<file path="src/rtl/fetch_ctrl_pkg.sv">
`default_nettype none
// ============================================================================
//  Module      : fetch_ctrl_pkg
//  Description : Shared types and widths for the instruction-sequencing
//                controller: state encoding, default bus widths, counter widths.
//  Revision    : 1.0 - initial release
// ============================================================================
package fetch_ctrl_pkg;

  localparam int ADDR_W_DEFAULT = 8;
  localparam int DATA_W_DEFAULT = 8;
  localparam int RETIRED_W      = 8;
  localparam int WDOG_W         = 8;

  // Encoding is visible on state_dbg, so the values are fixed.
  typedef enum logic [2:0] {
    ST_IDLE   = 3'd0,
    ST_FETCH  = 3'd1,
    ST_DECODE = 3'd2,
    ST_EXEC   = 3'd3,
    ST_UPDATE = 3'd4,
    ST_HALT   = 3'd5,
    ST_FAULT  = 3'd6
  } state_e;

endpackage
`default_nettype wire

</file>
<file path="src/rtl/fetch_watchdog.sv">
`default_nettype none
// ============================================================================
//  Module      : fetch_watchdog
//  Description : Counts FETCH cycles without acknowledge. 'expired' flags the
//                cycle in which the count would reach 'limit' with no ack, so
//                the controller can fault at the end of that cycle.
//  Revision    : 1.0 - initial release
// ============================================================================
module fetch_watchdog
  import fetch_ctrl_pkg::*;
#(
  parameter int CNT_W = WDOG_W
) (
  input  logic             clk,
  input  logic             rst,
  input  logic             clear,
  input  logic             count_en,
  input  logic [CNT_W-1:0] limit,
  output logic             expired
);

  logic [CNT_W-1:0] cnt_q;
  logic [CNT_W-1:0] cnt_d;

  // This cycle is the limit-th unacknowledged one.
  assign expired = count_en && ((cnt_q + CNT_W'(1)) == limit);

  // Next count: zero while cleared, otherwise advance on each waiting cycle.
  always_comb begin
    cnt_d = cnt_q;
    if (clear) begin
      cnt_d = '0;
    end else if (count_en) begin
      cnt_d = cnt_q + CNT_W'(1);
    end
  end

  // Counter register.
  always_ff @(posedge clk) begin
    if (rst) begin
      cnt_q <= '0;
    end else begin
      cnt_q <= cnt_d;
    end
  end

endmodule
`default_nettype wire

</file>
<file path="src/rtl/fetch_ctrl.sv">
`default_nettype none
// ============================================================================
//  Module      : fetch_ctrl
//  Description : Instruction-sequencing controller. Fetches over req/ack,
//                hands each instruction to execute, steps the PC (with branch
//                offset), and handles halt and fetch-timeout faults.
//  Revision    : 1.0 - initial release
// ============================================================================
module fetch_ctrl
  import fetch_ctrl_pkg::*;
#(
  parameter int ADDR_W        = ADDR_W_DEFAULT,
  parameter int DATA_W        = DATA_W_DEFAULT,
  parameter int FETCH_TIMEOUT = 15
) (
  input  logic                 CLK,
  input  logic                 areset,
  input  logic                 run,
  input  logic [ADDR_W-1:0]    pc_addr,
  output logic                 pc_step,
  output logic                 pc_offset_sel,
  output logic [ADDR_W-1:0]    pc_offset,
  output logic                 imem_req,
  output logic [ADDR_W-1:0]    imem_addr,
  input  logic                 imem_ack,
  input  logic [DATA_W-1:0]    imem_data,
  output logic [DATA_W-1:0]    ir,
  input  logic                 halt_req,
  output logic                 ex_start,
  input  logic                 ex_done,
  input  logic                 br_taken,
  input  logic [ADDR_W-1:0]    br_offset,
  output logic                 halted,
  output logic                 fault,
  output logic [RETIRED_W-1:0] retired,
  output logic [2:0]           state_dbg
);

  localparam logic [WDOG_W-1:0] c_limit = WDOG_W'(FETCH_TIMEOUT);

  state_e                state_q, state_d;
  logic [DATA_W-1:0]     ir_q, ir_d;
  logic                  pc_step_q, pc_step_d;
  logic                  pc_offset_sel_q, pc_offset_sel_d;
  logic [ADDR_W-1:0]     pc_offset_q, pc_offset_d;
  logic                  ex_start_q, ex_start_d;
  logic                  halted_q, halted_d;
  logic                  fault_q, fault_d;
  logic [RETIRED_W-1:0]  retired_q, retired_d;

  logic                  w_in_fetch;
  logic                  w_expired;

  assign w_in_fetch = (state_q == ST_FETCH);

  // The watchdog sits at zero outside FETCH, so every FETCH entry starts fresh.
  fetch_watchdog #(
    .CNT_W (WDOG_W)
  ) u_watchdog (
    .clk      (CLK),
    .rst      (areset),
    .clear    (!w_in_fetch),
    .count_en (w_in_fetch && !imem_ack),
    .limit    (c_limit),
    .expired  (w_expired)
  );

  // Fetch request is combinational so the address tracks the PC register.
  assign imem_req      = w_in_fetch;
  assign imem_addr     = w_in_fetch ? pc_addr : '0;

  assign pc_step       = pc_step_q;
  assign pc_offset_sel = pc_offset_sel_q;
  assign pc_offset     = pc_offset_q;
  assign ir            = ir_q;
  assign ex_start      = ex_start_q;
  assign halted        = halted_q;
  assign fault         = fault_q;
  assign retired       = retired_q;
  assign state_dbg     = state_q;

  // Next-state and registered-output decode; pulses are set on entry to the
  // state in which they must be visible.
  always_comb begin
    state_d         = state_q;
    ir_d            = ir_q;
    pc_step_d       = 1'b0;
    pc_offset_sel_d = pc_offset_sel_q;
    pc_offset_d     = pc_offset_q;
    ex_start_d      = 1'b0;
    halted_d        = halted_q;
    fault_d         = fault_q;
    retired_d       = retired_q;

    case (state_q)
      ST_IDLE: begin
        if (run) begin
          state_d = ST_FETCH;
        end
      end
      ST_FETCH: begin
        // Ack in the expiry cycle still wins.
        if (imem_ack) begin
          ir_d    = imem_data;
          state_d = ST_DECODE;
        end else if (w_expired) begin
          fault_d = 1'b1;
          state_d = ST_FAULT;
        end
      end
      ST_DECODE: begin
        if (halt_req) begin
          halted_d = 1'b1;
          state_d  = ST_HALT;
        end else begin
          ex_start_d = 1'b1;
          state_d    = ST_EXEC;
        end
      end
      ST_EXEC: begin
        // Branch result is captured straight into the offset outputs.
        if (ex_done) begin
          pc_step_d       = 1'b1;
          pc_offset_sel_d = br_taken;
          pc_offset_d     = br_taken ? br_offset : '0;
          state_d         = ST_UPDATE;
        end
      end
      ST_UPDATE: begin
        pc_offset_sel_d = 1'b0;
        pc_offset_d     = '0;
        retired_d       = retired_q + RETIRED_W'(1);
        state_d         = ST_FETCH;
      end
      ST_HALT:  state_d = ST_HALT;
      ST_FAULT: state_d = ST_FAULT;
      default:  state_d = ST_IDLE;
    endcase
  end

  // State and output registers; reset overrides any pending ack or done.
  always_ff @(posedge CLK) begin
    if (areset) begin
      state_q         <= ST_IDLE;
      ir_q            <= '0;
      pc_step_q       <= 1'b0;
      pc_offset_sel_q <= 1'b0;
      pc_offset_q     <= '0;
      ex_start_q      <= 1'b0;
      halted_q        <= 1'b0;
      fault_q         <= 1'b0;
      retired_q       <= '0;
    end else begin
      state_q         <= state_d;
      ir_q            <= ir_d;
      pc_step_q       <= pc_step_d;
      pc_offset_sel_q <= pc_offset_sel_d;
      pc_offset_q     <= pc_offset_d;
      ex_start_q      <= ex_start_d;
      halted_q        <= halted_d;
      fault_q         <= fault_d;
      retired_q       <= retired_d;
    end
  end

endmodule
`default_nettype wire
</file>
<file path="config.mk">
export PLATFORM = sky130hd
export DESIGN_NAME = fetch_ctrl
export DESIGN_NICKNAME = d
export VERILOG_FILES = /design/src/rtl/fetch_ctrl_pkg.sv /design/src/rtl/fetch_watchdog.sv /design/src/rtl/fetch_ctrl.sv
export SDC_FILE = /design/constraint.sdc
export NUM_CORES = 1
export LEC_CHECK = 0
export ABC_AREA = 1
export CAP_MARGIN = 10
export CORE_ASPECT_RATIO = 1.2
export CORE_UTILIZATION = 39
export DETAILED_ROUTE_END_ITERATION = 10
export PLACE_DENSITY = 0.72
export SLEW_MARGIN = 20
export SYNTH_ARGS = -nofsm -noshare
export SYNTH_HDL_FRONTEND = slang
export SYNTH_SLANG_ARGS = --single-unit
</file>
<file path="constraint.sdc">
create_clock -name CLK -period 4 [get_ports CLK]
set_input_delay 0.4 -clock CLK [delete_from_list [all_inputs] [get_ports CLK]]
set_output_delay 0.4 -clock CLK [all_outputs]
set_load 0.02 [all_outputs]
</file>
==> results_dict.tcl, run 1 <==
set metrics [dict create \
    status "complete, no violations" \
    synthArstFlopShare 0 \
    finClkSkew_ns 0.00653 \
    synth.yosys.seq_area_share 0.423 \
    drt-initial-drc-count 95 \
    numCtsBuffers 5 \
    synth_area_sq_um 1890 \
    stdcell_count 385 \
    period_needed_ns 2.42 \
    worstHoldStart "halted" \
    nets 361 \
    pre_cts_slack_ns 1.91 \
    grtUsageTotal 0.193 \
    route.detailed.drc 0 \
    portBuffers 71 \
    grt_pass1_wl_um 7850 \
    cp.required_ns 3.60 \
    cts_root_buf "clkbuf_8" \
    cts.path.max_buffers 2 \
    num_io_pins 72 \
    path_clk_slew_ns 0.08 \
    first_global_vias 1801 \
    synth_compound_area_frac 0.133 \
    period_share 0.604 \
    finalMaxSlewViolations 0 \
    synth_top_family_by_area "simple AND/OR/NAND/NOR gates" \
    min_path_type "reg -> reg" \
    tns_ns 0 \
    dieArea_sq_um 5140 \
    synth_adder_area_share 0.0198 \
    yosysUniqueCellTypes 34 \
    worst_pin_slew_ns 0.595 \
    ant_nets 0 \
    final_cell_mix "clkdlybuf4s50_1 (71), nand2_1 (41), dfxtp_1 (40), a21oi_1 (32)" \
    rrSetupSlack_ns 2.36 \
    r2r_start "state_dbg[2]" \
    postCtsSetupBuffers 0 \
    grt_start_max_net_pins 19 \
    ys_warn_count 0 \
    cp_common_cell "inv_4" \
    die_h_um 78.3 \
    drive_gt1_frac 0.0856 \
    place_hpwl_um 3540 \
    cpPeakStageDelay_ns 0.61 \
    drv_cap 0 \
    peakVddDrop_v 0.000222 \
    cts_hold_buffers 0 \
    syn_nets 290 \
    syn_to_final_growth_pct 46.3 \
    layout_setup_ws_ns 1.58 \
    path_max_fanout 13 \
    yosys_register_bits 40 \
    synth_mux_area_frac 0 \
    relSlewSlack 0.602 \
    hold_depth 2 \
    numClockSinks 40 \
    diodes 0 \
    avgSynthCellArea_sq_um 7.39 \
    p_per_area_nw_per_um2 510 \
    synth_xor_area_frac 0.00925 \
    firstDrtPassIters 4 \
    rsz0062_at_grt "false" \
    cp_data_arrival_time_ns 2.02 \
    clock.fmax_ghz 0.414 \
    critPathSlowestCell "clkdlybuf4s50_1" \
    reg2reg_depth 6 \
    hold_end "halted" \
    path_class "reg -> out" \
    coreArea_sq_um 4630 \
    die_x_um 65.6 \
    setup_viol 0 \
    startpoint_type "register" \
    cts_tree "done" \
    grt.overflow.total 0 \
    antenna_found_initial 0 \
    viasPerCell 4.97 \
    place_congestion 0.804 \
    fin_util 0.599 \
    synth-simple-area-share 0.319 \
    cts_max_level 2 \
    crit_chain "inv_4 -> nand2_2 -> nor2_4 -> inv_4 -> nor2_1 -> clkdlybuf4s50_1" \
    p_leak_nw 1.08 \
    hold_viol_final 0 \
    rows 27 \
    end_kind "primary output" \
    synth-edff-count 0 \
    initial_utilization 0.409 \
    vias 1912 \
    ys.flop_type "dfxtp_1" \
    worstSkewPairLatency_ns 0.28 \
    final_common_cell "clkdlybuf4s50_1" \
    netlist_instances 256 \
    fin_total_pwr_mw 1.41 \
    dp.cells 378 \
    reg2reg_to "retired[6]" \
    wl_um 4680 \
    cts_resized 0 \
    wl_per_cell_um 12.2 \
]
cell type report:
| type | count | area [sq um] |
|---|---|---|
| timing repair buffer | 72 | 718 |
| fill | 409 | 1860 |
| tap | 58 | 72.6 |
| sequential | 40 | 801 |
| multi-input combinational | 172 | 910 |
| clock buffer | 5 | 68.8 |
| inverter | 36 | 140 |
| clock inverter | 2 | 60.1 |
kinds of logic (layout without fill, tap and decap cells):
group / Yosys count / count (layout)
compound gates: 47 / 47
xor+xnor: 2 / 2
fa+ha+maj: 3 / 3
buf+inv: 44 / 115
flops: 40 / 40
simple gates: 120 / 120
worst max-delay path, delay by kind of cell, from the launching register on:
family / cells / cell delay [ns]
buffers and inverters: 3 / 0.84
AND/OR/NAND/NOR: 3 / 0.50
flip-flops: 1 / 0.38
worst max path at each step:
stage | startpoint | end | slack (ns) | depth (start not counted)
after global placement | state_dbg[1] | imem_addr[5] | 1.96 | 6
after global routing | state_dbg[1] | imem_addr[3] | 1.44 | 6
after detailed placement | state_dbg[1] | imem_addr[7] | 1.91 | 6
after floorplan | state_dbg[1] | imem_addr[0] | 2.45 | 5
after CTS | state_dbg[1] | imem_addr[7] | 1.57 | 6
final | state_dbg[1] | imem_addr[7] | 1.58 | 6
power breakdown:
| part | switching, mW | total [mW] | internal (mW) |
|---|---|---|---|
| Clock | 0.134 | 0.380 | 0.246 |
| Combinational | 0.314 | 0.532 | 0.218 |
| Sequential | 0.0537 | 0.501 | 0.448 |
per-layer routing:
metal / share of wire / routed length, um / vias up / GRT usage
met5: 0 / 0 / - / 0
met3: 0.058 / 273 / 2 / 0.0523
met4: 0.0053 / 25 / 0 / 0.0587
li1: - / - / 976 / -
met2: 0.51 / 2390 / 49 / 0.333
met1: 0.43 / 2000 / 885 / 0.228
sequential cells by signal (all words and copies together) (netlist names):
name              cells
ir                    8
pc_offset             8
retired               8
u_watchdog.cnt_q      8
state_dbg             3
ex_start              1
fault                 1
halted                1
pc_offset_sel         1
pc_step               1
cells in the mapped netlist, drive strengths merged, types with 2 or more instances:
master  instances  area [sq um]
buf             3          23.8
nor3            4          47.5
a21oi          32           160
nor4            2          12.5
dfxtp          40           801
xor2            2          17.5
inv            36           140
nand2          46           190
o21ai          10          50.0
nand3          22           123
ha              3          37.5
nor3b           2          20.0
clkbuf          5          18.8
nor2           33           141
nand4          10          62.6
metrics by stage:
stage | hold WS, ns | area (sq um)
floorplan | 0.460 | 1890
global placement | 0.443 | 2640
detailed placement | 0.451 | 2640
CTS | 0.464 | 2770
global route | 0.493 | 2770
finish | 0.460 | 2770
Power figures use the tool's default switching activity.
==> run 2, diff against run 1 <==
==> constraint.sdc (replaced) <==
create_clock -name CLK -period 2.5 [get_ports CLK]
set_input_delay 0.25 -clock CLK [delete_from_list [all_inputs] [get_ports CLK]]
set_output_delay 0.25 -clock CLK [all_outputs]
set_load 0.02 [all_outputs]
==> run 2 against run 1 <==
Compared with the run above: non-clock buffer count increased by 3; die area unchanged; register-to-register slack got worse by 1.5 ns; clock power increased by 41%; worst hold slack got worse by 0.0076 ns; clock skew decreased by 0.0032 ns; highest routed layer unchanged.
==> results_dict.tcl, run 2 (synthesis results as in run 1) <==
set metrics [dict create \
    finClkSkew_ns 0.00329 \
    startpoint_type "register" \
    cts_root_buf "clkbuf_8" \
    peakVddDrop_v 0.000392 \
    syn_to_final_growth_pct 46.6 \
    cp.required_ns 2.25 \
    ant_nets 0 \
    nets 364 \
    initial_utilization 0.409 \
    switching_share 0.376 \
    dp.cells 381 \
    dieArea_sq_um 5140 \
    antenna_found_initial 0 \
    place_hpwl_um 3490 \
    dpl_cell_area_sq_um 2660 \
    rows 27 \
    clock.fmax_ghz 0.484 \
    end_kind "primary output" \
    hold_end "halted" \
    grt_pass1_wl_um 7730 \
    cpPeakStageDelay_ns 0.63 \
    p_leak_nw 1.08 \
    path_class "reg -> out" \
    cts.path.max_buffers 2 \
    portBuffers 71 \
    wl_per_cell_um 11.8 \
    path_clk_slew_ns 0.08 \
    power_switching_mw 0.828 \
    hold_depth 2 \
    path_max_fanout 12 \
    drt-initial-drc-count 86 \
    stdcell_count 389 \
    cts_max_level 2 \
    worstHoldStart "halted" \
    setup_viol 0 \
    grt_start_max_net_pins 19 \
    clockPowerShare 0.243 \
    r2r_start "state_dbg[2]" \
    numCtsBuffers 5 \
    drive_gt1_frac 0.0967 \
    cts_tree "done" \
    worst_pin_slew_ns 0.584 \
    comb_power_share 0.393 \
    tns_ns 0 \
    postCtsSetupBuffers 0 \
    die_h_um 78.3 \
    first_global_vias 1759 \
    relSlewSlack 0.609 \
    status "complete, no violations" \
    coreArea_sq_um 4630 \
    num_io_pins 72 \
    cp_data_arrival_time_ns 1.82 \
    final_common_cell "clkdlybuf4s50_1" \
    cts_hold_buffers 0 \
    design_area_sq_um 2780 \
    fin_total_pwr_mw 2.20 \
    rrSetupSlack_ns 0.89 \
    finalMaxSlewViolations 0 \
    route.detailed.drc 0 \
    min_path_type "reg -> reg" \
    reg2reg_to "retired[6]" \
    critPathSlowestCell "clkdlybuf4s50_1" \
    grt.overflow.total 0 \
    p_per_area_nw_per_um2 792 \
    die_x_um 65.6 \
    drv_cap 0 \
    period_needed_ns 2.07 \
    cts_resized 0 \
    p_seq_frac 0.363 \
    diodes 0 \
    rsz0062_at_grt "false" \
    reg2reg_depth 6 \
    final_cell_mix "clkdlybuf4s50_1 (71), nand2_1 (41), dfxtp_1 (40), a21oi_1 (32)" \
    crit_chain "inv_4 -> nand2_2 -> nor2_4 -> buf_4 -> clkdlybuf4s50_1" \
    viasPerCell 4.83 \
    worstSkewPairLatency_ns 0.30 \
    numClockSinks 40 \
    fillers 420 \
    period_share 0.827 \
    vias 1879 \
    wl_um 4610 \
    p_int_mw 1.37 \
    place_congestion 0.848 \
    firstDrtPassIters 4 \
    grtUsageTotal 0.192 \
    hold_viol_final 0 \
]
[run 2: worst max-delay path, delay by kind of cell (launching register included)]
| kind | cells | cell delay, ns |
|---|---|---|
| AND/OR/NAND/NOR | 2 | 0.20 |
| flip-flops | 1 | 0.38 |
| buffers and inverters | 3 | 0.95 |
[run 2: metrics by stage]
stage	hold WS, ns	setup WS (ns)	util
6_report	0.452	0.432	0.600
5_1_grt	0.496	0.337	0.600
4_1_cts	0.458	0.420	0.600
3_5_place_dp	0.446	0.755	0.576
3_3_place_gp	0.438	0.773	0.576
2_1_floorplan	0.329	1.10	-
[run 2: worst max-delay path by stage]
stage	cells past startpoint	slack (ns)	end	from
CTS	5	0.42	imem_req	state_dbg[1]
detailed placement	5	0.75	imem_req	state_dbg[1]
floorplan	7	1.10	retired[6]	state_dbg[2]
global placement	5	0.77	imem_req	state_dbg[1]
global route	5	0.34	imem_req	state_dbg[1]
finish	5	0.43	imem_req	state_dbg[1]
[run 2: layout make-up]
type,count,area [sq um],share of cell area
Multi-Input combinational cell,172,910,0.328
Sequential cell,40,801,0.289
Clock inverter,3,42.5,0.0153
Timing Repair Buffer,75,741,0.267
Tap cell,58,72.6,0.0261
Clock buffer,5,68.8,0.0248
Inverter,36,140,0.0505
[run 2: power by group through the flow]
| stage | Sequential (mW) | Clock (mW) | Combinational (mW) |
|---|---|---|---|
| 2_1_floorplan | 0.867 | 0 | 0.479 |
| 3_3_place_gp | 0.810 | 0 | 0.864 |
| 3_5_place_dp | 0.813 | 0 | 0.869 |
| 4_1_cts | 0.799 | 0.542 | 0.874 |
| 5_1_grt | 0.813 | 0.572 | 0.943 |
| 6_report | 0.799 | 0.535 | 0.865 |
[run 2: routing by layer]
| layer | track usage | routed length (um) | up-vias |
|---|---|---|---|
| met1 | 0.232 | 2060 | 847 |
| met4 | 0.0696 | 57 | 0 |
| li1 | - | - | 988 |
| met5 | 0 | 0 | - |
| met3 | 0.0654 | 261 | 7 |
| met2 | 0.311 | 2230 | 37 |
